<file path="config.mk">
export PLATFORM = sky130hd
export DESIGN_NAME = debug_writer_flat
export DESIGN_NICKNAME = d
export VERILOG_FILES = /design/src/rtl/debug_writer_if.sv /design/src/rtl/debug_writer.sv /design/src/flat_wrapper.sv
export SDC_FILE = /design/constraint.sdc
export NUM_CORES = 1
export LEC_CHECK = 0
export ABC_CLOCK_PERIOD_IN_PS = 2200
export CORE_ASPECT_RATIO = 0.8
export CORE_MARGIN = 4
export CORE_UTILIZATION = 35
export DETAILED_ROUTE_END_ITERATION = 8
export DONT_BUFFER_PORTS = 1
export MAX_ROUTING_LAYER = met4
export PLACE_DENSITY_LB_ADDON = 0.25
export RECOVER_POWER = 50
export SYNTH_ARGS = -nofsm -noshare
export SYNTH_HDL_FRONTEND = slang
export SYNTH_SLANG_ARGS = --single-unit
</file>
<file path="constraint.sdc">
create_clock -name CLK100MHZ -period 2.2 [get_ports CLK100MHZ]
set_input_delay 0.11 -clock CLK100MHZ [delete_from_list [all_inputs] [get_ports CLK100MHZ]]
set_output_delay 0.11 -clock CLK100MHZ [all_outputs]
set_load 0.02 [all_outputs]
</file>
<file path="src/rtl/debug_writer_if.sv">
// rtl/debug_writer_if.sv - debug write handshake toward the core's debug write port
interface debug_writer_if;
   logic        wr_req;
   logic        wr_ack;
   logic        wr_mem;
   logic [5:0]  wr_addr;
   logic [31:0] wr_data;

   modport master (
      output wr_req,
      output wr_mem,
      output wr_addr,
      output wr_data,
      input  wr_ack
   );

   modport slave (
      input  wr_req,
      input  wr_mem,
      input  wr_addr,
      input  wr_data,
      output wr_ack
   );
endinterface

</file>
<file path="src/rtl/debug_writer.sv">
// rtl/debug_writer.sv - switch/button hex entry that issues one debug write (optional DEBUG_WRITER_TIMEOUT_EN)
module debug_writer #(
   parameter int DEBOUNCE_CYCLES = 1000000,
   parameter int TIMEOUT_CYCLES  = 1024
) (
   input  logic                CLK100MHZ,
   input  logic                CPU_RESETN,
   input  logic [3:0]          nibble,
   input  logic                target_sel,
   input  logic [5:0]          target_addr,
   input  logic                btn_shift,
   input  logic                btn_commit,
   input  logic                btn_clear,
   debug_writer_if.master      wr,
   output logic [31:0]         staged,
   output logic                busy,
   output logic                err,
   output logic [7:0]          wr_count
);

   localparam int CW = (DEBOUNCE_CYCLES > 1) ? $clog2(DEBOUNCE_CYCLES) : 1;

   typedef enum logic {IDLE = 1'b0, REQ = 1'b1} state_t;

   // index 0 = shift, 1 = commit, 2 = clear
   logic [2:0]    raw;
   logic [2:0]    sync0_q, sync1_q, stable_q, prev_q;
   logic [CW-1:0] cnt_q [3];
   logic [2:0]    pulse;

   state_t        state_q;
   logic          req_q, mem_q, err_q;
   logic [5:0]    addr_q;
   logic [31:0]   data_q;
   logic [7:0]    count_q;
   logic [31:0]   staged_q, staged_d;

   assign raw   = {btn_clear, btn_commit, btn_shift};
   assign pulse = stable_q & ~prev_q;

   // Synchronise each button, then accept a new level only after it has held for DEBOUNCE_CYCLES
   always_ff @(posedge CLK100MHZ or negedge CPU_RESETN) begin
      if (!CPU_RESETN) begin
         sync0_q  <= '0;
         sync1_q  <= '0;
         stable_q <= '0;
         prev_q   <= '0;
         for (int i = 0; i < 3; i++) cnt_q[i] <= '0;
      end else begin
         sync0_q <= raw;
         sync1_q <= sync0_q;
         prev_q  <= stable_q;
         for (int i = 0; i < 3; i++) begin
            if (sync1_q[i] == stable_q[i]) begin
               cnt_q[i] <= '0;
            end else if (cnt_q[i] == CW'(DEBOUNCE_CYCLES - 1)) begin
               stable_q[i] <= sync1_q[i];
               cnt_q[i]    <= '0;
            end else begin
               cnt_q[i] <= cnt_q[i] + CW'(1);
            end
         end
      end
   end

   // Staging register next value: clear has priority over shift
   always_comb begin
      staged_d = staged_q;
      if (pulse[2])      staged_d = '0;
      else if (pulse[0]) staged_d = {staged_q[27:0], nibble};
   end

   // Staging register update
   always_ff @(posedge CLK100MHZ or negedge CPU_RESETN) begin
      if (!CPU_RESETN) staged_q <= '0;
      else             staged_q <= staged_d;
   end

`ifdef DEBUG_WRITER_TIMEOUT_EN
   localparam int TW = (TIMEOUT_CYCLES > 1) ? $clog2(TIMEOUT_CYCLES) : 1;
   logic [TW-1:0] tmo_q;
`endif

   // Write transaction FSM with registered request, latched target and sticky error
   always_ff @(posedge CLK100MHZ or negedge CPU_RESETN) begin
      if (!CPU_RESETN) begin
         state_q <= IDLE;
         req_q   <= 1'b0;
         mem_q   <= 1'b0;
         addr_q  <= '0;
         data_q  <= '0;
         err_q   <= 1'b0;
         count_q <= '0;
`ifdef DEBUG_WRITER_TIMEOUT_EN
         tmo_q   <= '0;
`endif
      end else begin
         case (state_q)
            IDLE: begin
               if (pulse[1]) begin
                  // r0 is hardwired zero in the core, so writing it is flagged instead of issued
                  if (!target_sel && target_addr[4:0] == 5'd0) begin
                     err_q <= 1'b1;
                  end else begin
                     mem_q   <= target_sel;
                     addr_q  <= target_addr;
                     data_q  <= staged_q;
                     req_q   <= 1'b1;
                     state_q <= REQ;
`ifdef DEBUG_WRITER_TIMEOUT_EN
                     tmo_q   <= '0;
`endif
                  end
               end
            end
            REQ: begin
               if (wr.wr_ack) begin
                  req_q   <= 1'b0;
                  state_q <= IDLE;
                  count_q <= count_q + 8'd1;
               end
`ifdef DEBUG_WRITER_TIMEOUT_EN
               else if (tmo_q == TW'(TIMEOUT_CYCLES - 1)) begin
                  req_q   <= 1'b0;
                  state_q <= IDLE;
                  err_q   <= 1'b1;
               end else begin
                  tmo_q <= tmo_q + TW'(1);
               end
`endif
            end
            default: begin
               req_q   <= 1'b0;
               state_q <= IDLE;
            end
         endcase
         if (pulse[2]) err_q <= 1'b0;
      end
   end

   assign wr.wr_req  = req_q;
   assign wr.wr_mem  = mem_q;
   assign wr.wr_addr = addr_q;
   assign wr.wr_data = data_q;
   assign busy       = req_q;
   assign err        = err_q;
   assign wr_count   = count_q;
   assign staged     = staged_q;

endmodule

</file>
<file path="src/flat_wrapper.sv">
// flat-port wrapper written by rule: the top's interface ports become plain ports
module debug_writer_flat 
#(
   parameter int DEBOUNCE_CYCLES = 1000000,
   parameter int TIMEOUT_CYCLES  = 1024
)
  (CLK100MHZ, CPU_RESETN, nibble, target_sel, target_addr, btn_shift, btn_commit, btn_clear, staged, busy, err, wr_count, wr_wr_req, wr_wr_mem, wr_wr_addr, wr_wr_data, wr_wr_ack);
  debug_writer_if wr_i ();
  input  logic CLK100MHZ;
  input  logic CPU_RESETN;
  input  logic [3:0] nibble;
  input  logic target_sel;
  input  logic [5:0] target_addr;
  input  logic btn_shift;
  input  logic btn_commit;
  input  logic btn_clear;
  output logic [31:0] staged;
  output logic busy;
  output logic err;
  output logic [7:0] wr_count;
  output wire logic [$bits(wr_i.wr_req)-1:0] wr_wr_req;
  output wire logic [$bits(wr_i.wr_mem)-1:0] wr_wr_mem;
  output wire logic [$bits(wr_i.wr_addr)-1:0] wr_wr_addr;
  output wire logic [$bits(wr_i.wr_data)-1:0] wr_wr_data;
  input wire logic [$bits(wr_i.wr_ack)-1:0] wr_wr_ack;
  assign wr_wr_req = wr_i.wr_req;
  assign wr_wr_mem = wr_i.wr_mem;
  assign wr_wr_addr = wr_i.wr_addr;
  assign wr_wr_data = wr_i.wr_data;
  assign wr_i.wr_ack = wr_wr_ack;
  debug_writer #(.DEBOUNCE_CYCLES(DEBOUNCE_CYCLES), .TIMEOUT_CYCLES(TIMEOUT_CYCLES)) u_core (.CLK100MHZ(CLK100MHZ), .CPU_RESETN(CPU_RESETN), .nibble(nibble), .target_sel(target_sel), .target_addr(target_addr), .btn_shift(btn_shift), .btn_commit(btn_commit), .btn_clear(btn_clear), .wr(wr_i), .staged(staged), .busy(busy), .err(err), .wr_count(wr_count));
endmodule
</file>
==> flow_metrics.tcl <==
set metrics [dict create \
    area_delta_synth_final_pct 17.0 \
    hold_class "in2async" \
    final_hold_violations 154 \
    timing.hold.ws_ps -600 \
    synthTopCellsByArea "dfrtp_1, mux2_2, a22o_1" \
    tritoncts "built" \
    initial_core_utilization_pct 36.3 \
    drive_above_1_share_pct 17.2 \
    crit_fanout 8 \
    regToRegStartpoint "u_core.cnt_q[40]" \
    fin_setup_tns_ps 0 \
    detail_route.first_pass.iterations 4 \
    critical_path.max_stage_delay_ps 570 \
    crit_path_start "u_core.cnt_q[40]" \
    rr_worst_depth 5 \
    detailroute.via_count 4210 \
    p_sw_share_pct 20.7 \
    cts_max_level 4 \
    clock_path_buffers 2 \
    synth-warning-count 0 \
    worst_ir_drop_vdd_mv 0.470 \
    pin_count_of_the_biggest_net_entering_global_routing 155 \
    holdBufCountCts 15 \
    netlist_instances 536 \
    ys_seq_elements 154 \
    synth.avg_cell_area_um2 12.0 \
    fp.dieArea_um2 20600 \
    ant_nets 0 \
    run_status "finished, violations left" \
    max_clock_freq_mhz 485 \
    crit_slowest_cell "or4_4" \
    internal_power_consumption_w 0.00472 \
    synth_cell_types 38 \
    initialDrtViolationCount 248 \
    power.clock.fraction_pct 50.2 \
    ys_async_sr_fraction_pct 100 \
    cts.reportedPaths.clkPinSlew_ps 60 \
    netlist_area_um2 6410 \
    core_area_um2 17600 \
    setup.reg_to_reg.worst_slack_ps 140 \
    postSynthNetCount 557 \
    die_h_um 129 \
    cts.sink_count 154 \
    postRouteWirelength_um 13200 \
    clock-skew-final_ps 12.0 \
    drt-wirelength-per-cell_um 16.5 \
    number_of_antenna_violations_at_the_first_check_in_global_routing 0 \
    final_nets 583 \
    globalRouteTotalUtil_pct 13.5 \
    critical_path.n_buffers_inverters 0 \
    power.sequential.fraction_pct 48.4 \
    port-buffer-count 0 \
    timing.final.setup_violations 0 \
    grt_first_pass_wirelength_um 22200 \
    grt_remaining_overflow 0 \
    synth_edf_count 0 \
    die_width_um 159 \
    post-dp-hpwl_um 9010 \
    worst-endpoint-arrival_ps 2380 \
    insertedDiodeCount 0 \
    post-route-drc-count 0 \
    timing.rr.end "u_core.cnt_q[58]" \
    post-cts-setup-buffer-count 0 \
    ff_latch_area_um2 3850 \
    power.density_cell_area_nw_per_um2 794 \
    critical_path_required_ps 2520 \
    worst_slew_margin_rel_pct 66.3 \
    design.portCount 99 \
    drv_cap 0 \
    crit_path_kind "reg2reg" \
    final_max_slew_viol_count 0 \
    setup_repair_after_global_routing_missed_its_margin "no" \
    mostFrequentLayoutCells "dfrtp_1, nor2_1, mux2_2" \
    final.period_utilization_pct 93.6 \
    synth_seq_area_share_pct 60.1 \
    cts_buffers 17 \
    static-leakage-power_nw 3.35 \
    synth.top_cell.area_share_pct 60.1 \
    comb_power_share_pct 1.4 \
    via_density_per_instance 5.27 \
    multi_input_comb_area_um2 2440 \
    clk-insertion-delay-late_ps 410 \
    placement_rows 43 \
    cp_cell_sequence "ha_1 -> nand2_1 -> or4_4 -> or4_1 -> a21oi_1" \
    violated_checks "negative hold slack" \
    fin_crit_ps 2060 \
    fill_cell_instance_count_of_the_final_layout 1607 \
    first_global_vias 4280 \
    routabilityCongestion 0.818 \
    synth_top_area_cell "dfrtp_1" \
    layout_commonest_cell "dfrtp_1" \
    worst_pin_slew_ps 504 \
    switching_component_of_the_power_w 0.00123 \
    worst_setup_path_end_kind "register" \
    dominant_synthesized_flop_cell "dfrtp_1" \
    worst_setup_path_start_kind "register" \
    p_total_w 0.00596 \
    clock_tree.root_cell "clkbuf_16" \
    kind_of_cell_adding_the_most_delay_to_the_critical_path "simple AND/OR/NAND/NOR gates" \
]
-- per-layer routing --
metal / vias up / track usage (%) / part of all wire, %
met5: - / - / 0
met4: 0 / 3.78 / 0.26
met3: 2 / 3.31 / 4.4
met2: 91 / 19.9 / 46
met1: 2145 / 18.7 / 49
li1: 1972 / - / -
-- final cells by class --
type	count	area share (%)
Clock buffer	19	5.91
Clock inverter	12	2.19
Inverter	13	0.651
Multi-Input combinational cell	347	32.5
Sequential cell	154	51.4
Tap cell	225	3.75
Timing Repair Buffer	29	3.57
-- worst max-delay path by stage --
stage,endpoint,slack [ps],cells past startpoint
floorplan,u_core.cnt_q[58],230,6
global placement,u_core.cnt_q[58],150,5
detailed placement,u_core.cnt_q[58],70,5
CTS,u_core.cnt_q[58],60,5
global route,u_core.cnt_q[58],60,5
finish,u_core.cnt_q[58],140,5
-- flip-flops by register name, summed over array words and instances (netlist names) --
register	count
u_core.wr.wr_data	32
u_core.wr.wr_addr	6
u_core.cnt_q	60
u_core.sync0_q	3
u_core.staged	32
u_core.sync1_q	3
u_core.busy	1
u_core.stable_q	3
u_core.wr.wr_mem	1
u_core.wr_count	8
u_core.state_q	1
u_core.err	1
u_core.prev_q	3
-- cells by family after synthesis --
| group | share of synthesized area [%] |
|---|---|
| buffers and inverters | 2.34 |
| adder cells (fa/ha/maj) | 0.781 |
| multiplexers | 7.20 |
| AO/OA/AOI/OAI | 8.00 |
| flip-flops | 60.1 |
| XOR/XNOR | 6.56 |
| AND/OR/NAND/NOR | 15.0 |
-- power groups by stage --
stage | Sequential [W] | Clock, W | Combinational, W
global route | 0.00289 | 0.00320 | 0.0000937
finish | 0.00288 | 0.00299 | 0.0000821
CTS | 0.00288 | 0.00307 | 0.0000831
global placement | 0.00293 | 0 | 0.0000575
detailed placement | 0.00294 | 0 | 0.0000595
floorplan | 0.00293 | 0 | 0.0000443
-- stage by stage --
step | cell area [um^2] | setup slack (ps) | hold WS [ps] | util, % | std cells
final | 7500 | 140 | -600 | 42.5 | 799
after global routing | 7500 | 64.4 | -626 | 42.5 | 799
after CTS | 7490 | 58.7 | -620 | 42.5 | 799
after detailed placement | 6740 | 69.8 | -176 | 38.2 | 753
after global placement | 6740 | 153 | -177 | 38.2 | 753
after floorplan | 6410 | 229 | -186 | - | 536
-- synthesized netlist by cell type (all sizes together), types with 10 or more instances --
library cell,instances
nor4,11
o21ai,12
nand3,28
nor2,51
or4,10
inv,13
a21oi,18
nor3,13
mux2,41
dfrtp,154
nand4,15
clkbuf,14
a22o,34
xnor2,30
xor2,18
nand2,20
-- what timing repair did --
action / in CTS / in global routing
endpoints found under the hold margin: 172 / 154
endpoints found under the setup margin: 0 / 1
gates resized for setup: 0 / 1
No activity file was read; power rests on OpenSTA's default activity.
